$ cat src/rtl/uart_reg_responder_if.sv
// uart_reg_responder_if: UART byte handshake and register bus
// bundle between the command responder and its surroundings.
interface uart_reg_responder_if;
  logic [7:0] rx_data_i;
  logic       rx_ready_i;
  logic       rx_ack_o;
  logic       rx_error_i;
  logic [7:0] tx_data_o;
  logic       tx_ready_o;
  logic       tx_ack_i;
  logic [2:0] reg_addr_o;
  logic [7:0] reg_wdata_o;
  logic       reg_we_o;
  logic       reg_re_o;
  logic [7:0] reg_rdata_i;
  logic       busy_o;
  logic       link_error_o;

  modport slave (
    input  rx_data_i,
    input  rx_ready_i,
    output rx_ack_o,
    input  rx_error_i,
    output tx_data_o,
    output tx_ready_o,
    input  tx_ack_i,
    output reg_addr_o,
    output reg_wdata_o,
    output reg_we_o,
    output reg_re_o,
    input  reg_rdata_i,
    output busy_o,
    output link_error_o
  );

  modport master (
    output rx_data_i,
    output rx_ready_i,
    input  rx_ack_o,
    output rx_error_i,
    input  tx_data_o,
    input  tx_ready_o,
    output tx_ack_i,
    input  reg_addr_o,
    input  reg_wdata_o,
    input  reg_we_o,
    input  reg_re_o,
    output reg_rdata_i,
    input  busy_o,
    input  link_error_o
  );
endinterface

$ cat src/rtl/uart_reg_responder.sv
// uart_reg_responder: decodes UART octets into single register
// read/write commands and answers each with one response octet.
module uart_reg_responder #(
  parameter int unsigned TIMEOUT_CYCLES = 100_000
) (
  input  logic                 clk,
  input  logic                 reset_n,
  uart_reg_responder_if.slave  bus
);

  localparam int unsigned CW = $clog2(TIMEOUT_CYCLES);
  localparam logic [CW-1:0] CNT_LAST = CW'(TIMEOUT_CYCLES - 1);
  localparam logic [7:0] RESP_OK  = 8'hA5;
  localparam logic [7:0] RESP_ERR = 8'hEE;

  typedef enum logic [2:0] {
    S_IDLE,
    S_GET_DATA,
    S_EXEC,
    S_SEND,
    S_HALT
  } state_t;

  state_t        state_q, state_d;
  logic [2:0]    addr_q, addr_d;
  logic [7:0]    wdata_q, wdata_d;
  logic [7:0]    resp_q, resp_d;
  logic          write_q, write_d;
  logic          halt_q, halt_d;
  logic [CW-1:0] cnt_q, cnt_d;
  logic          rx_ack;
  logic          cmd_bad;

  assign cmd_bad = |bus.rx_data_i[6:3];

  assign rx_ack = reset_n && bus.rx_ready_i && !bus.rx_error_i &&
                  (state_q == S_IDLE || state_q == S_GET_DATA);

  // State register and command datapath registers.
  always_ff @(posedge clk) begin
    if (!reset_n) begin
      state_q <= S_IDLE;
      addr_q  <= '0;
      wdata_q <= '0;
      resp_q  <= '0;
      write_q <= 1'b0;
      halt_q  <= 1'b0;
      cnt_q   <= '0;
    end else begin
      state_q <= state_d;
      addr_q  <= addr_d;
      wdata_q <= wdata_d;
      resp_q  <= resp_d;
      write_q <= write_d;
      halt_q  <= halt_d;
      cnt_q   <= cnt_d;
    end
  end

  // Next-state and datapath load decisions.
  always_comb begin
    state_d = state_q;
    addr_d  = addr_q;
    wdata_d = wdata_q;
    resp_d  = resp_q;
    write_d = write_q;
    halt_d  = halt_q;
    cnt_d   = cnt_q;
    unique case (state_q)
      S_IDLE: begin
        if (bus.rx_error_i) begin
          resp_d  = RESP_ERR;
          halt_d  = 1'b1;
          state_d = S_SEND;
        end else if (rx_ack) begin
          if (cmd_bad) begin
            resp_d  = RESP_ERR;
            state_d = S_SEND;
          end else begin
            addr_d  = bus.rx_data_i[2:0];
            write_d = bus.rx_data_i[7];
            if (bus.rx_data_i[7]) begin
              cnt_d   = '0;
              state_d = S_GET_DATA;
            end else begin
              state_d = S_EXEC;
            end
          end
        end
      end
      S_GET_DATA: begin
        if (bus.rx_error_i) begin
          resp_d  = RESP_ERR;
          halt_d  = 1'b1;
          state_d = S_SEND;
        end else if (rx_ack) begin
          wdata_d = bus.rx_data_i;
          state_d = S_EXEC;
        end else if (cnt_q == CNT_LAST) begin
          state_d = S_IDLE;
        end else begin
          cnt_d = cnt_q + 1'b1;
        end
      end
      S_EXEC: begin
        resp_d  = write_q ? RESP_OK : bus.reg_rdata_i;
        state_d = S_SEND;
      end
      S_SEND: begin
        if (bus.tx_ack_i) begin
          state_d = halt_q ? S_HALT : S_IDLE;
        end
      end
      S_HALT: begin
        state_d = S_HALT;
      end
      default: begin
        state_d = S_IDLE;
      end
    endcase
  end

  assign bus.rx_ack_o     = rx_ack;
  assign bus.tx_data_o    = resp_q;
  assign bus.tx_ready_o   = reset_n && (state_q == S_SEND);
  assign bus.reg_addr_o   = addr_q;
  assign bus.reg_wdata_o  = wdata_q;
  assign bus.reg_we_o     = reset_n && (state_q == S_EXEC) && write_q;
  assign bus.reg_re_o     = reset_n && (state_q == S_EXEC) && !write_q;
  assign bus.busy_o       = reset_n && (state_q != S_IDLE) &&
                            (state_q != S_HALT);
  assign bus.link_error_o = reset_n && (state_q == S_HALT);

endmodule
$ cat src/flat_wrapper.sv
// flat-port wrapper written by rule: the top's interface ports become plain ports
module uart_reg_responder_flat 
#(
  parameter int unsigned TIMEOUT_CYCLES = 100_000
)
  (clk, reset_n, bus_rx_data_i, bus_rx_ready_i, bus_rx_ack_o, bus_rx_error_i, bus_tx_data_o, bus_tx_ready_o, bus_tx_ack_i, bus_reg_addr_o, bus_reg_wdata_o, bus_reg_we_o, bus_reg_re_o, bus_reg_rdata_i, bus_busy_o, bus_link_error_o);
  uart_reg_responder_if bus_i ();
  input  logic clk;
  input  logic reset_n;
  input wire logic [$bits(bus_i.rx_data_i)-1:0] bus_rx_data_i;
  input wire logic [$bits(bus_i.rx_ready_i)-1:0] bus_rx_ready_i;
  output wire logic [$bits(bus_i.rx_ack_o)-1:0] bus_rx_ack_o;
  input wire logic [$bits(bus_i.rx_error_i)-1:0] bus_rx_error_i;
  output wire logic [$bits(bus_i.tx_data_o)-1:0] bus_tx_data_o;
  output wire logic [$bits(bus_i.tx_ready_o)-1:0] bus_tx_ready_o;
  input wire logic [$bits(bus_i.tx_ack_i)-1:0] bus_tx_ack_i;
  output wire logic [$bits(bus_i.reg_addr_o)-1:0] bus_reg_addr_o;
  output wire logic [$bits(bus_i.reg_wdata_o)-1:0] bus_reg_wdata_o;
  output wire logic [$bits(bus_i.reg_we_o)-1:0] bus_reg_we_o;
  output wire logic [$bits(bus_i.reg_re_o)-1:0] bus_reg_re_o;
  input wire logic [$bits(bus_i.reg_rdata_i)-1:0] bus_reg_rdata_i;
  output wire logic [$bits(bus_i.busy_o)-1:0] bus_busy_o;
  output wire logic [$bits(bus_i.link_error_o)-1:0] bus_link_error_o;
  assign bus_i.rx_data_i = bus_rx_data_i;
  assign bus_i.rx_ready_i = bus_rx_ready_i;
  assign bus_rx_ack_o = bus_i.rx_ack_o;
  assign bus_i.rx_error_i = bus_rx_error_i;
  assign bus_tx_data_o = bus_i.tx_data_o;
  assign bus_tx_ready_o = bus_i.tx_ready_o;
  assign bus_i.tx_ack_i = bus_tx_ack_i;
  assign bus_reg_addr_o = bus_i.reg_addr_o;
  assign bus_reg_wdata_o = bus_i.reg_wdata_o;
  assign bus_reg_we_o = bus_i.reg_we_o;
  assign bus_reg_re_o = bus_i.reg_re_o;
  assign bus_i.reg_rdata_i = bus_reg_rdata_i;
  assign bus_busy_o = bus_i.busy_o;
  assign bus_link_error_o = bus_i.link_error_o;
  uart_reg_responder #(.TIMEOUT_CYCLES(TIMEOUT_CYCLES)) u_core (.clk(clk), .reset_n(reset_n), .bus(bus_i));
endmodule
$ cat config.mk
export PLATFORM = sky130hd
export DESIGN_NAME = uart_reg_responder_flat
export DESIGN_NICKNAME = d
export VERILOG_FILES = /design/src/rtl/uart_reg_responder_if.sv /design/src/rtl/uart_reg_responder.sv /design/src/flat_wrapper.sv
export SDC_FILE = /design/constraint.sdc
export NUM_CORES = 1
export LEC_CHECK = 0
export CORE_UTILIZATION = 50
export CTS_CLUSTER_DIAMETER = 100
export DETAILED_ROUTE_END_ITERATION = 10
export PLACE_DENSITY_LB_ADDON = 0.08
export SLEW_MARGIN = 20
export SYNTH_ARGS = -nofsm -noshare
export SYNTH_HDL_FRONTEND = slang
export SYNTH_SLANG_ARGS = --single-unit
$ cat constraint.sdc
create_clock -name clk -period 4.6 [get_ports clk]
set_input_delay 0.69 -clock clk [delete_from_list [all_inputs] [get_ports clk]]
set_output_delay 0.69 -clock clk [all_outputs]
set_load 0.01 [all_outputs]
==> qor.txt, run 1 <==
Slew headroom: 61.5%
Peak supply drop: 283 uV
Pins Over Slew Limit: 0
Final nets: 302
fraction of layout cells with a size suffix above 1: 9.61%
Max-Cap Viols: 0
most frequent cells in the layout: clkdlybuf4s50_1 (45), dfxtp_1 (41), nand2_1 (21)
post-layout minimum cycle time: 3280 ps
Congestion Overflow GR: 0
FFs w/ async S/R, synth: 0%
PwrDens: 323 mW/mm2
Crit Path Class: primary input to output port
top_reg_cell synth: dfxtp_1
clk sinks: 41
vias in the first global route: 1732
post-synthesis sequential area ratio: 38.7%
Core ar.: 0.00403 mm2
Via density: 5.98
Max clock buf depth: 2
Total Die Area: 0.00450 mm2
Ports: 46
number of diodes: 0
CTS tree: done
Total GRT Usage: 24.7%
CTS clk-pin slew, worst paths: 80 ps
WL per Instance: 15.4 um
P&R area growth vs syn: 27.0%
setup TNS: 0 ps
Hold WC Path Type: flop to flop
flop-to-flop setup slack: 2290 ps
synthesized area per cell: 8.79 um2
Slowest-stage cell, CP: clkdlybuf4s50_1
row count: 23
Setup crit end kind: output port
H-tree depth: 2
cts repair resizes: 0
CTS buffer count: 5
initial antenna violation count: 0
# hold bufs at CTS: 0
synth warn: 0
leakage: 0.00102 uW
syn_nets: 263
WL final: 5100 um
Synth cell types: 59
Finish-stage setup viols: 0
Critical Path AT: 2590 ps
Post-CTS Setup Inserts: 0
initial cell density of the core: 52.6%
Worst-Margin Slew: 575 ps
critical-path cell list: clkdlybuf4s50_1, buf_4, inv_1, buf_4, nor2_1, clkdlybuf4s50_1
worst skew pair latency: 300 ps
status: completed
Die Wd: 67.1 um
fin crit share: 71.4%
Clock Skew: 4.84 ps
pin count of the biggest net entering global routing: 32
RSZ-0062 raised after global routing: false
Root Driver: clkbuf_8
first-pass GRT wire length: 8300 um
EDFF count, synth: 0
count of input and output buffers: 45
Initial DRT Pass Iterations: 4
DP HPWL: 3530 um
DRC: 0
commonest non-fill, non-tap cell in the layout: clkdlybuf4s50_1
routed vias: 1981
GP Congestion: 0.771
crit path launch type: primary input
Final ANT Viol Nets: 0
kind of cell adding the most delay to the critical path: buffers and inverters
total power draw: 871 uW
Die Y-Extent: 67.1 um
final hold violations: 0
Max Freq: 0.304 GHz
1st-iter DRT viols: 175
crit-path max FO: 31
Cells after Synth: 241
WP buf/inv: 5
Crit path largest cell delay: 540 ps
CP required: 3910 ps
Synth Cell Area: 0.00212 mm2
Yosys reg bits: 41
## synthesized netlist by cell type, types with 4 or more instances
cell      count  area, um2
dfxtp_1      41        821
nand2_1      21       78.8
nor2_1       19       71.3
nand3_1      17       85.1
nand4_1      10       62.6
a21oi_1       9       45.0
clkbuf_1      9       33.8
mux2i_1       9       90.1
inv_1         8       30.0
o21ai_0       8       40.0
o221a_2       7       78.8
a31oi_1       6       37.5
a211o_1       5       43.8
and3_1        4       25.0
nor2b_1       4       25.0
## through the flow
| step | area [um2] | utilization [%] | hold slack (ps) | setup slack (ps) | std cells |
|---|---|---|---|---|---|
| 6_report | 2690 | 66.8 | 475 | 1320 | 331 |
| 5_1_grt | 2690 | 66.8 | 492 | 1190 | 331 |
| 4_1_cts | 2690 | 66.8 | 475 | 1310 | 331 |
| 3_5_place_dp | 2570 | 63.9 | 463 | 1320 | 323 |
| 3_3_place_gp | 2570 | 63.9 | 453 | 1310 | 323 |
| 2_1_floorplan | 2120 | - | 437 | 2410 | 241 |
## area by class of cell
cell class | instances | area [um2]
multi-input combinational | 177 | 1190
fill | 359 | 1340
sequential | 41 | 821
tap | 50 | 62.6
clock inverter | 2 | 37.5
clock buffer | 6 | 82.6
timing repair buffer | 47 | 465
inverter | 8 | 30.0
## path summary, 6_finish.rpt
check	cells after the start	endpoint	startpoint
max	6	bus_busy_o	reset_n
min	2	u_core.bus.tx_data_o[4]	u_core.bus.tx_data_o[4]
max reg2reg	4	u_core.cnt_q[9]	u_core.state_q[0]
min reg2reg	2	u_core.bus.tx_data_o[4]	u_core.bus.tx_data_o[4]
## tightest hold or removal path, stage by stage (launching register included)
cell     delay, ps
dfxtp_1        320
nand2_1         50
o22ai_1         60
## kinds of logic (layout without fill, tap and decap cells)
| kind of cell | Yosys count | after routing | share of synthesized area (%) |
|---|---|---|---|
| compound gates | 60 | 60 | 21.5 |
| fa+ha+maj | 1 | 1 | 0.590 |
| buf+inv | 23 | 63 | 4.96 |
| flops | 41 | 41 | 38.7 |
| mux | 9 | 9 | 4.25 |
| simple gates | 107 | 107 | 30.0 |
## power by group
group / internal [uW] / switching, uW / total (uW) / leakage [uW]
Sequential: 374 / 22.0 / 396 / 0.000333
Combinational: 85.3 / 84.7 / 170 / 0.000625
Clock: 176 / 129 / 305 / 0.0000574
## registers in the layout, summed over array words and instances, names as in the netlist
register / cells
u_core.cnt_q: 17
u_core.bus.reg_wdata_o: 8
u_core.bus.tx_data_o: 8
u_core.bus.reg_addr_o: 3
u_core.state_q: 3
u_core.halt_q: 1
u_core.write_q: 1
## metal layers
layer / up-vias / GRT usage (%) / share of wire [%]
met4: 0 / 9.04 / 1.4
met1: 928 / 30.9 / 44
met2: 50 / 40.1 / 49
li1: 996 / - / -
met3: 7 / 7.02 / 5.4
met5: - / 0 / 0
No activity file was read; power rests on OpenSTA's default activity.
==> run 2, diff against run 1 <==
clock period = 3.3 ns   (was 4.6 ns; I/O delays follow)
==> qor.txt, run 2 (synthesized netlist as in run 1, its figures left out) <==
CTS clk-pin slew, worst paths: 80 ps
worst r2r dst: u_core.cnt_q[8]
first-pass GRT wire length: 8370 um
number of flip-flops under the largest register name: 17
Root Driver: clkbuf_8
Via density: 6.05
Critical Path AT: 2200 ps
Max-Cap Viols: 0
footprint of the multi-input gates: 0.00119 mm2
Hold WC Path Type: flop to flop
WP buf/inv: 1
FF-to-FF Start: u_core.state_q[0]
Hold Path Cell Cnt: 2
Post-CTS Setup Inserts: 0
WL final: 5080 um
cts repair resizes: 0
Congestion Overflow GR: 0
R2R cell count: 4
Hold Path End: u_core.bus.reg_addr_o[2]
Crit Path Class: flop to output port
# hold bufs at CTS: 0
Ports: 46
worst skew pair latency: 290 ps
post-layout minimum cycle time: 2700 ps
pin count of the biggest net entering global routing: 32
count of input and output buffers: 45
Slowest-stage cell, CP: dfxtp_1
CTS tree: done
leakage: 0.00102 uW
Peak supply drop: 343 uV
DP HPWL: 3610 um
Filler cells: 332
final core utilization: 66.8%
routed vias: 2003
H-tree depth: 2
register area: 821 um2
Slew headroom: 63.4%
Total GRT Usage: 24.5%
kind of cell adding the most delay to the critical path: simple AND/OR/NAND/NOR gates
fin crit share: 81.8%
initial antenna violation count: 0
Die Y-Extent: 67.1 um
Die Wd: 67.1 um
final hold violations: 0
Total Die Area: 0.00450 mm2
CTS buffer count: 5
worst hold start: u_core.bus.reg_addr_o[2]
P&R area growth vs syn: 27.0%
Setup crit end kind: output port
RSZ-0062 raised after global routing: false
Max Freq: 0.370 GHz
setup TNS: 0 ps
CP required: 2800 ps
Finish-stage setup viols: 0
most frequent cells in the layout: clkdlybuf4s50_1 (45), dfxtp_1 (41), nand2_1 (21)
flop-to-flop setup slack: 1090 ps
WL per Instance: 15.3 um
Final nets: 302
Setup WS pre-CTS: 654 ps
Initial DRT Pass Iterations: 4
Worst-Margin Slew: 546 ps
number of diodes: 0
critical-path cell list: nand3_1, or2_1, nor2_1, clkdlybuf4s50_1
Max clock buf depth: 2
PwrDens: 449 mW/mm2
fraction of layout cells with a size suffix above 1: 9.61%
vias in the first global route: 1799
row count: 23
commonest non-fill, non-tap cell in the layout: clkdlybuf4s50_1
Pins Over Slew Limit: 0
clk sinks: 41
Crit path largest cell delay: 600 ps
DRC: 0
1st-iter DRT viols: 108
initial cell density of the core: 52.6%
crit path launch type: flop
GP Congestion: 0.784
status: completed
crit-path max FO: 14
Biggest register: u_core.cnt_q
Final ANT Viol Nets: 0
Clock Skew: 4.07 ps
total power draw: 1210 uW
Core ar.: 0.00403 mm2
final setup margin: 601 ps
## run 2: cell counts in the layout (fill, tap and decap cells not counted)
Identical to the previous run, type by type.
## run 2: metrics by stage
| stage | hold slack [ps] | cell area (um2) | instances |
|---|---|---|---|
| finish | 476 | 2690 | 331 |
| global route | 507 | 2690 | 331 |
| CTS | 481 | 2690 | 331 |
| detailed placement | 464 | 2570 | 323 |
| global placement | 453 | 2570 | 323 |
| floorplan | 437 | 2120 | 241 |
## run 2: layer usage
metal  global-route usage [%]  up-vias  wire [um]
met5                        0        -          0
met4                     8.78        0         55
met3                     6.16        6        272
met2                     38.8       45       2410
met1                     31.8      964       2340
li1                         -      988          -
## run 2: area by class of cell
cell class	instances	area share, %
clock inverters	2	1.39
multi-input cells	177	44.3
well taps	50	2.32
inverters	8	1.12
clock buffers	6	3.07
flip-flops and latches	41	30.5
repair buffers	47	17.3
## run 2: how the worst max path moves through the flow
| stage | startpoint | to | slack [ps] | cells past startpoint |
|---|---|---|---|---|
| after floorplan | reset_n | bus_tx_ready_o | 1500 | 4 |
| after global placement | reset_n | bus_busy_o | 670 | 5 |
| after detailed placement | reset_n | bus_busy_o | 650 | 5 |
| after CTS | u_core.state_q[1] | bus_reg_re_o | 590 | 4 |
| after global routing | u_core.state_q[1] | bus_reg_re_o | 470 | 4 |
| final | u_core.state_q[1] | bus_reg_re_o | 600 | 4 |
## run 2: report_power, final
group	total, uW	switching (uW)	internal (uW)	leakage, uW
logic	237	118	119	0.000625
registers	551	29.9	521	0.000333
clock network	420	174	246	0.0000574
total	1210	323	886	0.00102
## run 2: worst reg2reg max path, delay by kind of cell, from the launching register on
family          cells  cell delay (ps)
simple gates        3             1420
flops               1              560
compound gates      1              170
